File: config.mk
export PLATFORM = sky130hd
export DESIGN_NAME = pingpong_bank_ctrl
export DESIGN_NICKNAME = d
export VERILOG_FILES = /design/src/rtl/pingpong_bank_ctrl.sv
export SDC_FILE = /design/constraint.sdc
export NUM_CORES = 1
export LEC_CHECK = 0
export CAP_MARGIN = 25
export CORE_UTILIZATION = 25
export CTS_CLUSTER_DIAMETER = 50
export DETAILED_ROUTE_END_ITERATION = 6
export PLACE_DENSITY = 0.69
export RECOVER_POWER = 50
export SETUP_SLACK_MARGIN = 0.02
export SYNTH_ARGS = -nofsm -noshare
export SYNTH_HDL_FRONTEND = slang
export SYNTH_SLANG_ARGS = --single-unit
File: constraint.sdc
create_clock -name clk -period 3.14 [get_ports clk]
set_input_delay 0.471 -clock clk [delete_from_list [all_inputs] [get_ports clk]]
set_output_delay 0.471 -clock clk [all_outputs]
set_load 0.01 [all_outputs]
File: src/rtl/pingpong_bank_ctrl.sv
// -----------------------------------------------------------------------------
// pingpong_bank_ctrl
//
// Controller for a two-bank (ping-pong) RAM pair. A producer fills one bank
// while a consumer drains the other. Banks change hands only when a whole
// bank has been written or read, so the reader never sees a partial frame.
// The block drives every RAM enable/address and returns read data one cycle
// after the read is accepted.
//
// Ports:
//   clk, resetn               system clock, synchronous active-low reset
//   wr_valid, wr_data         producer word
//   wr_ready                  current write bank can accept a word
//   wr_overflow               1-cycle pulse: word offered while not ready, dropped
//   rd_req                    consumer asks for the next word
//   rd_ready                  current read bank holds a complete frame
//   rd_data, rd_valid,        returned word, its strobe, and a flag marking the
//   rd_last                   final word (address DEPTH-1) of its bank
//   ram{0,1}_we/_waddr/_wdata write port of each bank
//   ram{0,1}_re/_raddr        read port of each bank
//   ram{0,1}_rdata            bank read data, registered inside the RAM
//   bank_full                 per-bank full flag, bit n = bank n
//   swap_pulse                1-cycle pulse when the write side changes bank
// -----------------------------------------------------------------------------
module pingpong_bank_ctrl #(
    parameter int DW    = 8,
    parameter int DEPTH = 32,
    parameter int AW    = 5
) (
    input  logic          clk,
    input  logic          resetn,

    input  logic          wr_valid,
    input  logic [DW-1:0] wr_data,
    output logic          wr_ready,
    output logic          wr_overflow,

    input  logic          rd_req,
    output logic          rd_ready,
    output logic [DW-1:0] rd_data,
    output logic          rd_valid,
    output logic          rd_last,

    output logic          ram0_we,
    output logic [AW-1:0] ram0_waddr,
    output logic [DW-1:0] ram0_wdata,
    output logic          ram1_we,
    output logic [AW-1:0] ram1_waddr,
    output logic [DW-1:0] ram1_wdata,

    output logic          ram0_re,
    output logic [AW-1:0] ram0_raddr,
    output logic          ram1_re,
    output logic [AW-1:0] ram1_raddr,
    input  logic [DW-1:0] ram0_rdata,
    input  logic [DW-1:0] ram1_rdata,

    output logic [1:0]    bank_full,
    output logic          swap_pulse
);

    localparam logic [AW-1:0] LAST_ADDR = AW'(DEPTH - 1);

    // Architectural state
    logic          r_wr_bank;
    logic          r_rd_bank;
    logic [AW-1:0] r_wr_ptr;
    logic [AW-1:0] r_rd_ptr;
    logic [1:0]    r_bank_full;
    logic          r_wr_overflow;
    logic          r_swap_pulse;

    // Read-return pipeline: which bank was read and whether it was the last word
    logic          r_rd_valid;
    logic          r_rd_last;
    logic          r_rd_sel;

    logic          w_wr_ready;
    logic          w_rd_ready;
    logic          w_wr_accept;
    logic          w_rd_accept;
    logic          w_wr_done;
    logic          w_rd_done;
    logic [1:0]    w_full_set;
    logic [1:0]    w_full_clr;

    assign w_wr_ready  = ~r_bank_full[r_wr_bank];
    assign w_rd_ready  = r_bank_full[r_rd_bank];

    // NOTE: accepts are qualified with resetn so no RAM enable can fire in a
    // reset cycle, even though the registered state is still stale then.
    assign w_wr_accept = wr_valid & w_wr_ready & resetn;
    assign w_rd_accept = rd_req   & w_rd_ready & resetn;
    assign w_wr_done   = w_wr_accept & (r_wr_ptr == LAST_ADDR);
    assign w_rd_done   = w_rd_accept & (r_rd_ptr == LAST_ADDR);

    // A write can only complete on a non-full bank and a read only on a full
    // one, so set and clear never target the same bit in the same cycle.
    assign w_full_set  = {w_wr_done &  r_wr_bank, w_wr_done & ~r_wr_bank};
    assign w_full_clr  = {w_rd_done &  r_rd_bank, w_rd_done & ~r_rd_bank};

    // NOTE: all state below uses non-blocking assignments so every register
    // samples the pre-edge values of the others, independent of statement order.
    always_ff @(posedge clk) begin
        if (!resetn) begin
            r_wr_bank     <= 1'b0;
            r_rd_bank     <= 1'b0;
            r_wr_ptr      <= '0;
            r_rd_ptr      <= '0;
            r_bank_full   <= 2'b00;
            r_wr_overflow <= 1'b0;
            r_swap_pulse  <= 1'b0;
            r_rd_valid    <= 1'b0;
            r_rd_last     <= 1'b0;
            r_rd_sel      <= 1'b0;
        end else begin
            if (w_wr_accept) begin
                // DEPTH is a power of two, so the increment wraps by itself
                r_wr_ptr <= r_wr_ptr + AW'(1);
                if (w_wr_done) begin
                    r_wr_bank <= ~r_wr_bank;
                end
            end

            if (w_rd_accept) begin
                r_rd_ptr <= r_rd_ptr + AW'(1);
                r_rd_sel <= r_rd_bank;
                if (w_rd_done) begin
                    r_rd_bank <= ~r_rd_bank;
                end
            end

            r_bank_full   <= (r_bank_full | w_full_set) & ~w_full_clr;
            r_swap_pulse  <= w_wr_done;
            r_wr_overflow <= wr_valid & ~w_wr_ready;
            r_rd_valid    <= w_rd_accept;
            r_rd_last     <= w_rd_done;
        end
    end

    // RAM write ports: only the current write bank is enabled
    assign ram0_we    = w_wr_accept & ~r_wr_bank;
    assign ram1_we    = w_wr_accept &  r_wr_bank;
    assign ram0_waddr = r_wr_ptr;
    assign ram1_waddr = r_wr_ptr;
    assign ram0_wdata = wr_data;
    assign ram1_wdata = wr_data;

    // RAM read ports: only the current read bank is enabled
    assign ram0_re    = w_rd_accept & ~r_rd_bank;
    assign ram1_re    = w_rd_accept &  r_rd_bank;
    assign ram0_raddr = r_rd_ptr;
    assign ram1_raddr = r_rd_ptr;

    // The RAM already registers its output, so the return path is a mux on the
    // registered bank index; it reads as zero whenever no word is being returned.
    assign rd_data     = r_rd_valid ? (r_rd_sel ? ram1_rdata : ram0_rdata) : '0;
    assign rd_valid    = r_rd_valid;
    assign rd_last     = r_rd_last;

    assign wr_ready    = w_wr_ready;
    assign rd_ready    = w_rd_ready;
    assign wr_overflow = r_wr_overflow;
    assign swap_pulse  = r_swap_pulse;
    assign bank_full   = r_bank_full;

endmodule

======== Word level (Yosys, flattened, before mapping) ========
Index checks and enable logic that the tools add are counted.
operators by class
  $add $sub $neg .......................... 2
  magnitude comparators ................... 2
  equality and inequality tests ........... 2
  muxes and demuxes ....................... 6
  bitwise logic cells ..................... 21
  reductions and logical operators ........ 2
operators with widths
  cell                                                count
  two-way mux 8 bit                                   2
  bitwise AND 1 bit                                   15
  adder 5 x 1 -> 5 bit, second input constant         2
  equality test 5 bit, second input constant          2
  < comparator 1 x 2 -> 1 bit, second input constant  2
  two-way mux 1 bit                                   4
  AND reduction 2 bit                                 2
  NOT 1 bit                                           3
  bitwise AND 2 bit                                   1
  NOT 2 bit                                           1
  bitwise OR 2 bit                                    1
storage, ports and cells
  bits in registers ....................... 19
  input port bits ......................... 28
  output and inout bits ................... 56
  word-level logic and storage cells ...... 45

======== Longest topological paths before layout ========
Gate-level depths: netlist of the first run.
  depth in word-level cells ............... 9
  mapped depth ............................ 6
  depth with buffers taken out ............ 6

======== Worst setup path after synthesis of the first run ========
Ideal clock, no wire load.
  kind .................................... flip-flop to flip-flop
  start ................................... reg r_wr_ptr[0], in the netlist ram0_waddr[0]
  end ..................................... reg r_bank_full[1], in the netlist bank_full[1]
  library setup time ...................... 0.119 ns
  arrival ................................. 1.304 ns
  required time ........................... 3.021 ns
  setup slack ............................. 1.717 ns
  stages on the path, launching flop included .. 6
  buffers on the path ..................... 0
  clock period less this slack ............ 1.423 ns
  cell sequence ........................... dfxtp_1 -> ha_1 -> and3_1 -> ha_1 -> and3_1 -> o221a_2
on the way
  longest elaborated chain between the ends .. 5
RTL lines
  item                    RTL line  text
  from (decl)             67        logic [AW-1:0] r_wr_ptr;
  from (signal assigned)  119       r_wr_ptr <= r_wr_ptr + AW'(1);
  equality test 5 bit     94        assign w_wr_done = w_wr_accept & (r_wr_ptr == LAST_ADDR);
  bitwise AND 1 bit       94
  bitwise AND 1 bit       99        assign w_full_set = {w_wr_done & r_wr_bank, w_wr_done & ~r_wr_bank};
  bitwise OR 2 bit        133       r_bank_full <= (r_bank_full | w_full_set) & ~w_full_clr;
  bitwise AND 2 bit       133
  to (signal assigned)    133
  to (decl)               69        logic [1:0] r_bank_full;
Every way passes these cells.
A chain may end at the register's enable or synchronous reset.

======== Worst setup path after layout of the first run ========
  start ................................... in resetn
  end ..................................... out ram1_re
on the way
  longest elaborated chain between the ends .. 2
RTL lines
  item               RTL line  text
  from (decl)        31        input logic resetn,
  bitwise AND 1 bit  93        assign w_rd_accept = rd_req & w_rd_ready & resetn;
  bitwise AND 1 bit  151       assign ram1_re = w_rd_accept & r_rd_bank;
  to (decl)          53        output logic ram1_re,
Every way passes these cells.

==> run summary, run 1 <==
Vias per inst - 4.48
CP endpoint kind - output pin
Max-Cap Viols - 0
Fill cell count - 435
Synth area leaders - dfxtp_1 (34%), buf_4 (17%), mux2i_1 (12%)
ANT nets after route - 0
Post-CTS Setup Repair Bufs - 0
Core area - 4350 sq um
Starting density of the core - 0.260
Dpl hpwl - 2010 microns
Post-Synthesis Cell Area - 1130 sq um
Clk slew on worst S/H paths - 70 ps
Critical path type - in2out
Clk_skew - 4.03 ps
Crit start category - input pin
PwrDens - 283 nW/um^2
Final core utilization - 0.376
CTS resizes - 0
Vias - 989
Post-synth EDFFs - 0
Ports - 84
Syn Inst Count - 132
Commonest cells in the netlist - buf_4 (26), dfxtp_1 (19), mux2i_1 (14)
Avg WL per Cell - 11.4 microns
Synth top area share - 0.336
Most frequent cell after synthesis - buf_4
Most used DFF post-synth - dfxtp_1
RSZ-0062 raised after global routing - false
Largest net degree at the start of global routing - 12
VDD IR max - 0.154 mV
Yosys cell types - 23
Total power draw - 0.464 mW
Diode count - 0
Cts hold-fix bufs - 0
Area of the multi-input gates - 533 sq um
Number of nets in the layout - 202
CTS tree - yes
Grt total ovfl - 0
Worst reg2reg path startpoint - ram0_waddr[0]
Die area - 4800 sq um
Drt drc - 0
Fin Setup TNS - 0 ps
Finished Cell Area - 1640 sq um
Fin worst setup slack - 673 ps
FF+latch area - 380 sq um
Worst EP arrival - 2000 ps
Vias in the first global route - 940
Pre-CTS WS - 714 ps
Worst-path fanout max - 8
Period utilization - 0.786
Synth area leader - dfxtp_1
Cts bufs inserted - 3
Status - completed
FMAX - 405 MHz
Die H - 69.3 microns
CTS root buf - clkbuf_8
Leakage power - 0.610 nW
Initial antenna violation count - 0
Sequential area share after synthesis - 0.336
Worst rel slew slack - 0.675
Post-DP Area - 1600 sq um
Final Hold Fails - 0
RePlAce Congestion - 0.770
Critical Path RT - 2670 ps
Rows - 24
Syn. warnings - 0
Post-synthesis register bit count - 19
Clock latency at the later pin of the worst-skew pair - 260 ps
Final setup viols - 0
Hold Startpoint - ram0_raddr[4]
Minimum clock period - 2470 ps
Fraction of layout cells with a size suffix above 1 - 0.0355
Synth-to-Final Area Change - 44.6%
Initial DRC count - 22
Slew @ Worst Pin - 487 ps
Min-delay worst type - reg2reg
CTS max path bufs - 2
Ys async rst share - 0
Drt first pass iters - 4
Die width - 69.3 microns
All-Layer GR Usage - 0.108
Global-route wire length before repair - 4240 microns
Post-Syn Area per Cell - 8.58 sq um
Critical path origin - resetn
Clk sink count - 19
H-tree lvl count - 1
PortBufs - 59
Final slew viol count - 0
Detailed Route WL - 2530 microns
Hold slack - 511 ps
Syn nets - 164
Dpl cells - 217
Final cell count without fillers - 221
flip-flops by register name, indices dropped and copies added (netlist names):
name and flops:
ram0_raddr 5, bank_full 2, rd_valid 1, r_rd_sel 1, r_rd_bank 1, ram0_waddr 5
wr_overflow 1, r_wr_bank 1, rd_last 1, swap_pulse 1
worst max-delay path, cell delays in order:
cell	delay (ps)
dlygate4sd3_1	610
nand2_1	180
nor2_1	170
clkdlybuf4s50_1	560
power by group:
part           switching, mW  total (mW)  internal, mW
sequential           0.00179       0.244         0.242
clock                 0.0844       0.173        0.0883
combinational         0.0167      0.0471        0.0304
cell families after synthesis:
logic type | synth area share
buf+inv | 0.193
compound gates | 0.0851
simple gates | 0.208
mux | 0.134
fa+ha+maj | 0.0442
flops | 0.336
layout by cell type (no fill, tap or decap), types with 3 or more instances in the layout:
cell type / count
clkdlybuf4s50_1: 55
dfxtp_1: 19
mux2i_1: 14
nand2_1: 11
nor2b_1: 8
nand3_1: 8
o21ai_0: 7
and3_1: 5
nor2_1: 5
a21oi_1: 5
inv_1: 4
ha_1: 4
dlygate4sd3_1: 4
nor3_1: 3
clkbuf_8: 3
worst paths after layout:
path	end	slack, ps	cells past startpoint
setup / recovery	ram1_re	670	4
hold / removal	ram0_raddr[4]	510	2
setup reg to reg	bank_full[1]	1670	5
hold reg to reg	ram0_raddr[4]	510	2
final cells by class:
type                    instances  share of cell area
clock buffers                   3              0.0252
repair buffers                 61               0.365
well taps                      52              0.0397
clock inverters                 1             0.00306
multi-input cells              81               0.325
flip-flops and latches         19               0.232
inverters                       4             0.00917
metal layers:
layer	vias up	share of wire	GRT usage
li1	504	-	-
met1	444	0.41	0.114
met5	-	0	0
met3	4	0.086	0.0276
met4	0	0.021	0.0680
met2	37	0.49	0.189
Note: power is estimated with default switching activity, not from simulation.
==> inputs of run 2 (changes only) <==
Clock period 3.14 ns to 2.5 ns, I/O delays scaled along.
==> run 2 against run 1 <==
Compared with the run above:
- power is 24% higher
- routed wire length is 0.79% higher
- via count is 0.91% lower
- flip-flop and latch count stayed put
- final cell count is 0.90% higher
- global-route usage is 0.082 points lower
- critical path depth is 1 lower
- non-clock buffer count is 2 higher
- cell area is 0.38% higher
- critical path type is now reg2out
==> run summary, run 2 (synthesis gave the netlist of run 1 again) <==
Status - completed (unchanged)
Worst path max stage delay - 570 ps (was 610 ps)
Clk sink count - 19 (unchanged)
Final setup viols - 0 (unchanged)
Fill cell count - 450 (was 435)
Diode count - 0 (unchanged)
Die area - 4800 sq um (unchanged)
CTS max path bufs - 2 (unchanged)
Rows - 24 (unchanged)
Most common cell after layout, fill and taps aside - clkdlybuf4s50_1 (unchanged)
CTS resizes - 0 (unchanged)
Flop pwr share - 0.531 (was 0.526)
Hold Startpoint - ram0_raddr[4] (unchanged)
Period utilization - 0.886
Critical Path RT - 2120 ps (was 2670 ps)
Sw frac - 0.209 (was 0.222)
Minimum clock period - 2210 ps
Buf+Inv Stages, Crit Path - 2 (unchanged)
Dpl hpwl - 2000 microns (was 2010 microns)
Internal power - 0.456 mW (was 0.361 mW)
R2R Path End - r_wr_bank (was bank_full[1])
Commonest non-fill, non-tap cells in the layout - clkdlybuf4s50_1 (55), dfxtp_1 (19), mux2i_1 (14), nand2_1 (11) (unchanged)
Finished Cell Area - 1640 sq um (about the same)
Crit start category - flop (was input pin)
RePlAce Congestion - 0.777 (was 0.770)
Post-CTS Setup Repair Bufs - 0 (unchanged)
Critical path's top delay family - buffers and inverters (unchanged)
Avg WL per Cell - 11.4 microns (about the same)
Critical path type - reg2out (was in2out)
Worst-path fanout max - 6 (was 8)
Drt drc - 0 (unchanged)
Initial antenna violation count - 0 (unchanged)
Starting density of the core - 0.260 (unchanged)
Cts bufs inserted - 3 (unchanged)
Post-DP Area - 1610 sq um (was 1600 sq um)
Initial DRC count - 19 (was 22)
Ports - 84 (unchanged)
Die H - 69.3 microns (unchanged)
R2R depth - 4 (was 5)
Slew @ Worst Pin - 505 ps (was 487 ps)
Drt first pass iters - 4 (unchanged)
Reg-to-reg setup timing slack - 1030 ps (was 1670 ps)
FMAX - 452 MHz
FF+latch area - 380 sq um (unchanged)
CTS tree - yes (unchanged)
Fraction of layout cells with a size suffix above 1 - 0.0292 (was 0.0355)
All-Layer GR Usage - 0.107 (was 0.108)
Leakage power - 0.609 nW (was 0.610 nW)
Vias - 980 (was 989)
Largest net degree at the start of global routing - 11 (was 12)
Cts hold-fix bufs - 0 (unchanged)
CTS root buf - clkbuf_8 (unchanged)
CP endpoint kind - output pin (unchanged)
Worst EP arrival - 1840 ps (was 2000 ps)
PortBufs - 59 (unchanged)
Vias per inst - 4.39 (was 4.48)
Final slew viol count - 0 (unchanged)
Min-delay worst type - reg2reg (unchanged)
Number of nets in the layout - 204 (was 202)
Max-Cap Viols - 0 (unchanged)
Total power draw - 0.577 mW (was 0.464 mW)
Worst rel slew slack - 0.663 (was 0.675)
Slowest cell on crit path - clkdlybuf4s50_1 (was dlygate4sd3_1)
Area of the multi-input gates - 533 sq um (unchanged)
Fin worst setup slack - 286 ps (was 673 ps)
H-tree lvl count - 1 (unchanged)
Worst reg2reg path startpoint - r_wr_bank (was ram0_waddr[0])
VDD IR max - 0.149 mV (was 0.154 mV)
Worst-path cell chain - mux2_1 > inv_1 > clkdlybuf4s50_1 (was dlygate4sd3_1 > nand2_1 > nor2_1 > clkdlybuf4s50_1)
Clk slew on worst S/H paths - 70 ps (about the same)
Hold slack - 505 ps (was 511 ps)
RSZ-0062 raised after global routing - false (unchanged)
Final Hold Fails - 0 (unchanged)
Clk_skew - 4.49 ps (was 4.03 ps)
PwrDens - 351 nW/um^2 (was 283 nW/um^2)
Global-route wire length before repair - 4270 microns (was 4240 microns)
Die width - 69.3 microns (unchanged)
Synth-to-Final Area Change - 45.2% (was 44.6%)
Clock latency at the later pin of the worst-skew pair - 250 ps (was 260 ps)
Clock power frac - 0.363 (was 0.372)
Combinational Power Share - 0.106 (was 0.102)
Vias in the first global route - 917 (was 940)
Core area - 4350 sq um (unchanged)
ANT nets after route - 0 (unchanged)
Pre-CTS WS - 353 ps (was 714 ps)
Detailed Route WL - 2550 microns (was 2530 microns)
Fin Setup TNS - 0 ps (unchanged)
Hold Path End - ram0_raddr[4] (unchanged)
Grt total ovfl - 0 (unchanged)
WHS Path Cells - 2 (unchanged)
Sw power - 0.121 mW (was 0.103 mW)
==> run 2: cell types whose count changed in the layout (fill, tap and decap cells not counted) <==
cell and delta:
clkbuf_1 +3, clkinv_2 -1
==> run 2: per-stage QoR <==
stage / utilization / std cells
finish: 0.378 / 223
global route: 0.378 / 223
CTS: 0.381 / 223
detailed placement: 0.371 / 219
global placement: 0.371 / 219
floorplan: - / 132
==> run 2: power by group through the flow <==
stage / Clock, mW / Sequential, mW / Combinational, mW
final: 0.209 / 0.306 / 0.0609
after global routing: 0.230 / 0.306 / 0.0669
after CTS: 0.214 / 0.306 / 0.0646
after detailed placement: 0 / 0.313 / 0.0642
after global placement: 0 / 0.313 / 0.0635
after floorplan: 0 / 0.314 / 0.0448
==> run 2: cell type report <==
cell class | count | area share
repair buffers | 63 | 0.368
multi-input cells | 81 | 0.324
flip-flops and latches | 19 | 0.231
well taps | 52 | 0.0396
clock buffers | 4 | 0.0274
inverters | 4 | 0.00913
==> run 2: routing by layer <==
layer / global-route usage / routed length [microns] / share of wire / vias to the layer above
li1: - / - / - / 506
met1: 0.127 / 1080 / 0.42 / 444
met2: 0.186 / 1270 / 0.50 / 28
met3: 0.0247 / 178 / 0.070 / 2
met4: 0.0408 / 22 / 0.0086 / 0
met5: 0 / 0 / 0 / -
==> run 2: worst min-delay path, stage by stage (launching register included) <==
cell     delay (ps)
dfxtp_1         340
nand2_1          60
o21ai_0          60
==> run 2: worst max-delay path by stage <==
stage                        startpoint            to  slack [ps]  cells past startpoint
after floorplan           ram0_waddr[0]  bank_full[1]        1080                      5
after global placement           resetn       ram0_we         360                      4
after detailed placement         resetn       ram0_we         350                      4
after CTS                     r_wr_bank      wr_ready         320                      3
after global routing          r_wr_bank      wr_ready         200                      3
final                         r_wr_bank      wr_ready         290                      3
==> inputs of run 3 (changes only) <==
==> constraint.sdc (replaced) <==
create_clock -name clk -period 2.5 [get_ports clk]
set_input_delay 0.5 -clock clk [delete_from_list [all_inputs] [get_ports clk]]
set_output_delay 0.5 -clock clk [all_outputs]
set_load 0.01 [all_outputs]
==> run 3 against run 2 <==
Compared with the run above:
- sequential power is essentially flat
- largest power group unchanged
- utilization increased by 0.32 points
- critical endpoint unchanged
- die area is the same
- global-route usage barely moved
- sequential share of layout area is 0.19 points lower
- register-to-register slack got worse by 20 ps
- clock skew fell by 0.78 ps
- worst setup slack got worse by 140 ps
- power increased by 0.89%
- clock-buffer cell count down 1
- via count grew 0.20%
- non-clock buffer count is the same
==> run summary, run 3 (synthesis gave the netlist of run 1 again) <==
Core area - 4350 sq um (unchanged)
Starting density of the core - 0.260 (unchanged)
Vias - 982 (was 980)
H-tree lvl count - 1 (unchanged)
Post-DP Area - 1610 sq um (unchanged)
Die width - 69.3 microns (unchanged)
CP endpoint kind - output pin (unchanged)
Drt drc - 0 (unchanged)
Leakage power - 0.630 nW (was 0.609 nW)
Slew @ Worst Pin - 487 ps (was 505 ps)
Clk slew on worst S/H paths - 70 ps (about the same)
Fin Setup TNS - 0 ps (unchanged)
Avg WL per Cell - 11.4 microns (about the same)
Commonest non-fill, non-tap cells in the layout - clkdlybuf4s50_1 (54), dfxtp_1 (19), mux2i_1 (14), nand2_1 (11) (was clkdlybuf4s50_1 (55), dfxtp_1 (19), mux2i_1 (14), nand2_1 (11))
Die area - 4800 sq um (unchanged)
All-Layer GR Usage - 0.107 (about the same)
Flop pwr share - 0.526 (was 0.531)
Cts bufs inserted - 3 (unchanged)
CTS tree - yes (unchanged)
R2R Path End - r_wr_bank (unchanged)
Crit start category - flop (unchanged)
Drt first pass iters - 4 (unchanged)
Min-delay worst type - reg2reg (unchanged)
Final Hold Fails - 0 (unchanged)
Clk_skew - 3.71 ps (was 4.49 ps)
Worst EP arrival - 1860 ps (was 1840 ps)
Final slew viol count - 0 (unchanged)
Internal power - 0.455 mW (was 0.456 mW)
Worst Setup EP - wr_ready (unchanged)
Worst reg2reg path startpoint - r_wr_bank (unchanged)
Vias per inst - 4.40 (was 4.39)
Die H - 69.3 microns (unchanged)
Most common cell after layout, fill and taps aside - clkdlybuf4s50_1 (unchanged)
Clock latency at the later pin of the worst-skew pair - 250 ps (about the same)
Sw power - 0.127 mW (was 0.121 mW)
Clock power frac - 0.367 (was 0.363)
Initial DRC count - 35 (was 19)
Largest net degree at the start of global routing - 12 (was 11)
Diode count - 0 (unchanged)
Period utilization - 0.943 (was 0.886)
Global-route wire length before repair - 4240 microns (was 4270 microns)
RSZ-0062 raised after global routing - false (unchanged)
Fill cell count - 444 (was 450)
FF+latch area - 380 sq um (unchanged)
Worst-path fanout max - 6 (unchanged)
Critical path type - reg2out (unchanged)
ANT nets after route - 0 (unchanged)
Critical path origin - r_wr_bank (unchanged)
Detailed Route WL - 2530 microns (was 2550 microns)
PortBufs - 59 (unchanged)
Clk sink count - 19 (unchanged)
Critical Path RT - 2000 ps (was 2120 ps)
Area of the multi-input gates - 536 sq um (was 533 sq um)
VDD IR max - 0.142 mV (was 0.149 mV)
Ports - 84 (unchanged)
Dpl hpwl - 1980 microns (was 2000 microns)
Post-CTS Setup Repair Bufs - 0 (unchanged)
FMAX - 424 MHz (was 452 MHz)
Rows - 24 (unchanged)
PwrDens - 351 nW/um^2 (about the same)
Sw frac - 0.218 (was 0.209)
Max-Cap Viols - 0 (unchanged)
Combinational Power Share - 0.107 (was 0.106)
CTS root buf - clkbuf_8 (unchanged)
Fraction of layout cells with a size suffix above 1 - 0.0526 (was 0.0292)
Final setup viols - 0 (unchanged)
Synth-to-Final Area Change - 46.4% (was 45.2%)
RePlAce Congestion - 0.749 (was 0.777)
Reg-to-reg setup timing slack - 1010 ps (was 1030 ps)
Worst rel slew slack - 0.675 (was 0.663)
Finished Cell Area - 1660 sq um (was 1640 sq um)
Status - completed (unchanged)
Number of nets in the layout - 204 (unchanged)
Initial antenna violation count - 0 (unchanged)
CTS max path bufs - 2 (unchanged)
Vias in the first global route - 948 (was 917)
Minimum clock period - 2360 ps (was 2210 ps)
Grt total ovfl - 0 (unchanged)
R2R depth - 4 (unchanged)
-- run 3: worst min-delay path by stage --
stage	from	endpoint	cells after the start
after floorplan	r_rd_bank	r_rd_bank	1
after global placement	r_rd_bank	r_rd_bank	1
after detailed placement	ram0_raddr[4]	ram0_raddr[4]	2
after CTS	ram0_raddr[4]	ram0_raddr[4]	2
after global routing	ram0_raddr[4]	ram0_raddr[4]	2
final	ram0_raddr[4]	ram0_raddr[4]	2
-- run 3: timing repair --
action / in CTS / in global routing
gates resized for setup: 0 / 2
hold buffers: 0 / 0
setup endpoints to repair: 0 / 3
-- run 3: layout make-up --
type,instances,area share
well taps,52,0.0392
repair buffers,63,0.371
multi-input cells,81,0.323
flip-flops and latches,19,0.229
clock inverters,1,0.00302
inverters,4,0.00906
clock buffers,3,0.0249
-- run 3: critical path: stages (launching register included) --
cell and delay (ps):
dfxtp_1 430, mux2_1 420, inv_1 190, clkdlybuf4s50_1 570
-- run 3: power by group through the flow --
stage               clock network (mW)  registers [mW]  logic (mW)
finish                           0.213           0.306      0.0623
global route                     0.234           0.307      0.0679
CTS                              0.222           0.306      0.0645
detailed placement                   0           0.313      0.0640
global placement                     0           0.313      0.0631
floorplan                            0           0.314      0.0448
-- run 3: through the flow --
stage | hold WS (ps) | setup WS (ps) | cells | total power, mW | util
after floorplan | 475 | 1080 | 132 | 0.359 | -
after global placement | 490 | 95.7 | 219 | 0.376 | 0.371
after detailed placement | 498 | 71.5 | 219 | 0.377 | 0.371
after CTS | 508 | 67.3 | 223 | 0.592 | 0.381
after global routing | 539 | 46.4 | 223 | 0.608 | 0.381
final | 500 | 143 | 223 | 0.582 | 0.381
-- run 3: metal layers --
metal / global-route usage / share of wire / up-vias
met5: 0 / 0 / -
met1: 0.119 / 0.42 / 433
met4: 0.0544 / 0.015 / 0
li1: - / - / 508
met2: 0.189 / 0.48 / 37
met3: 0.0262 / 0.079 / 4
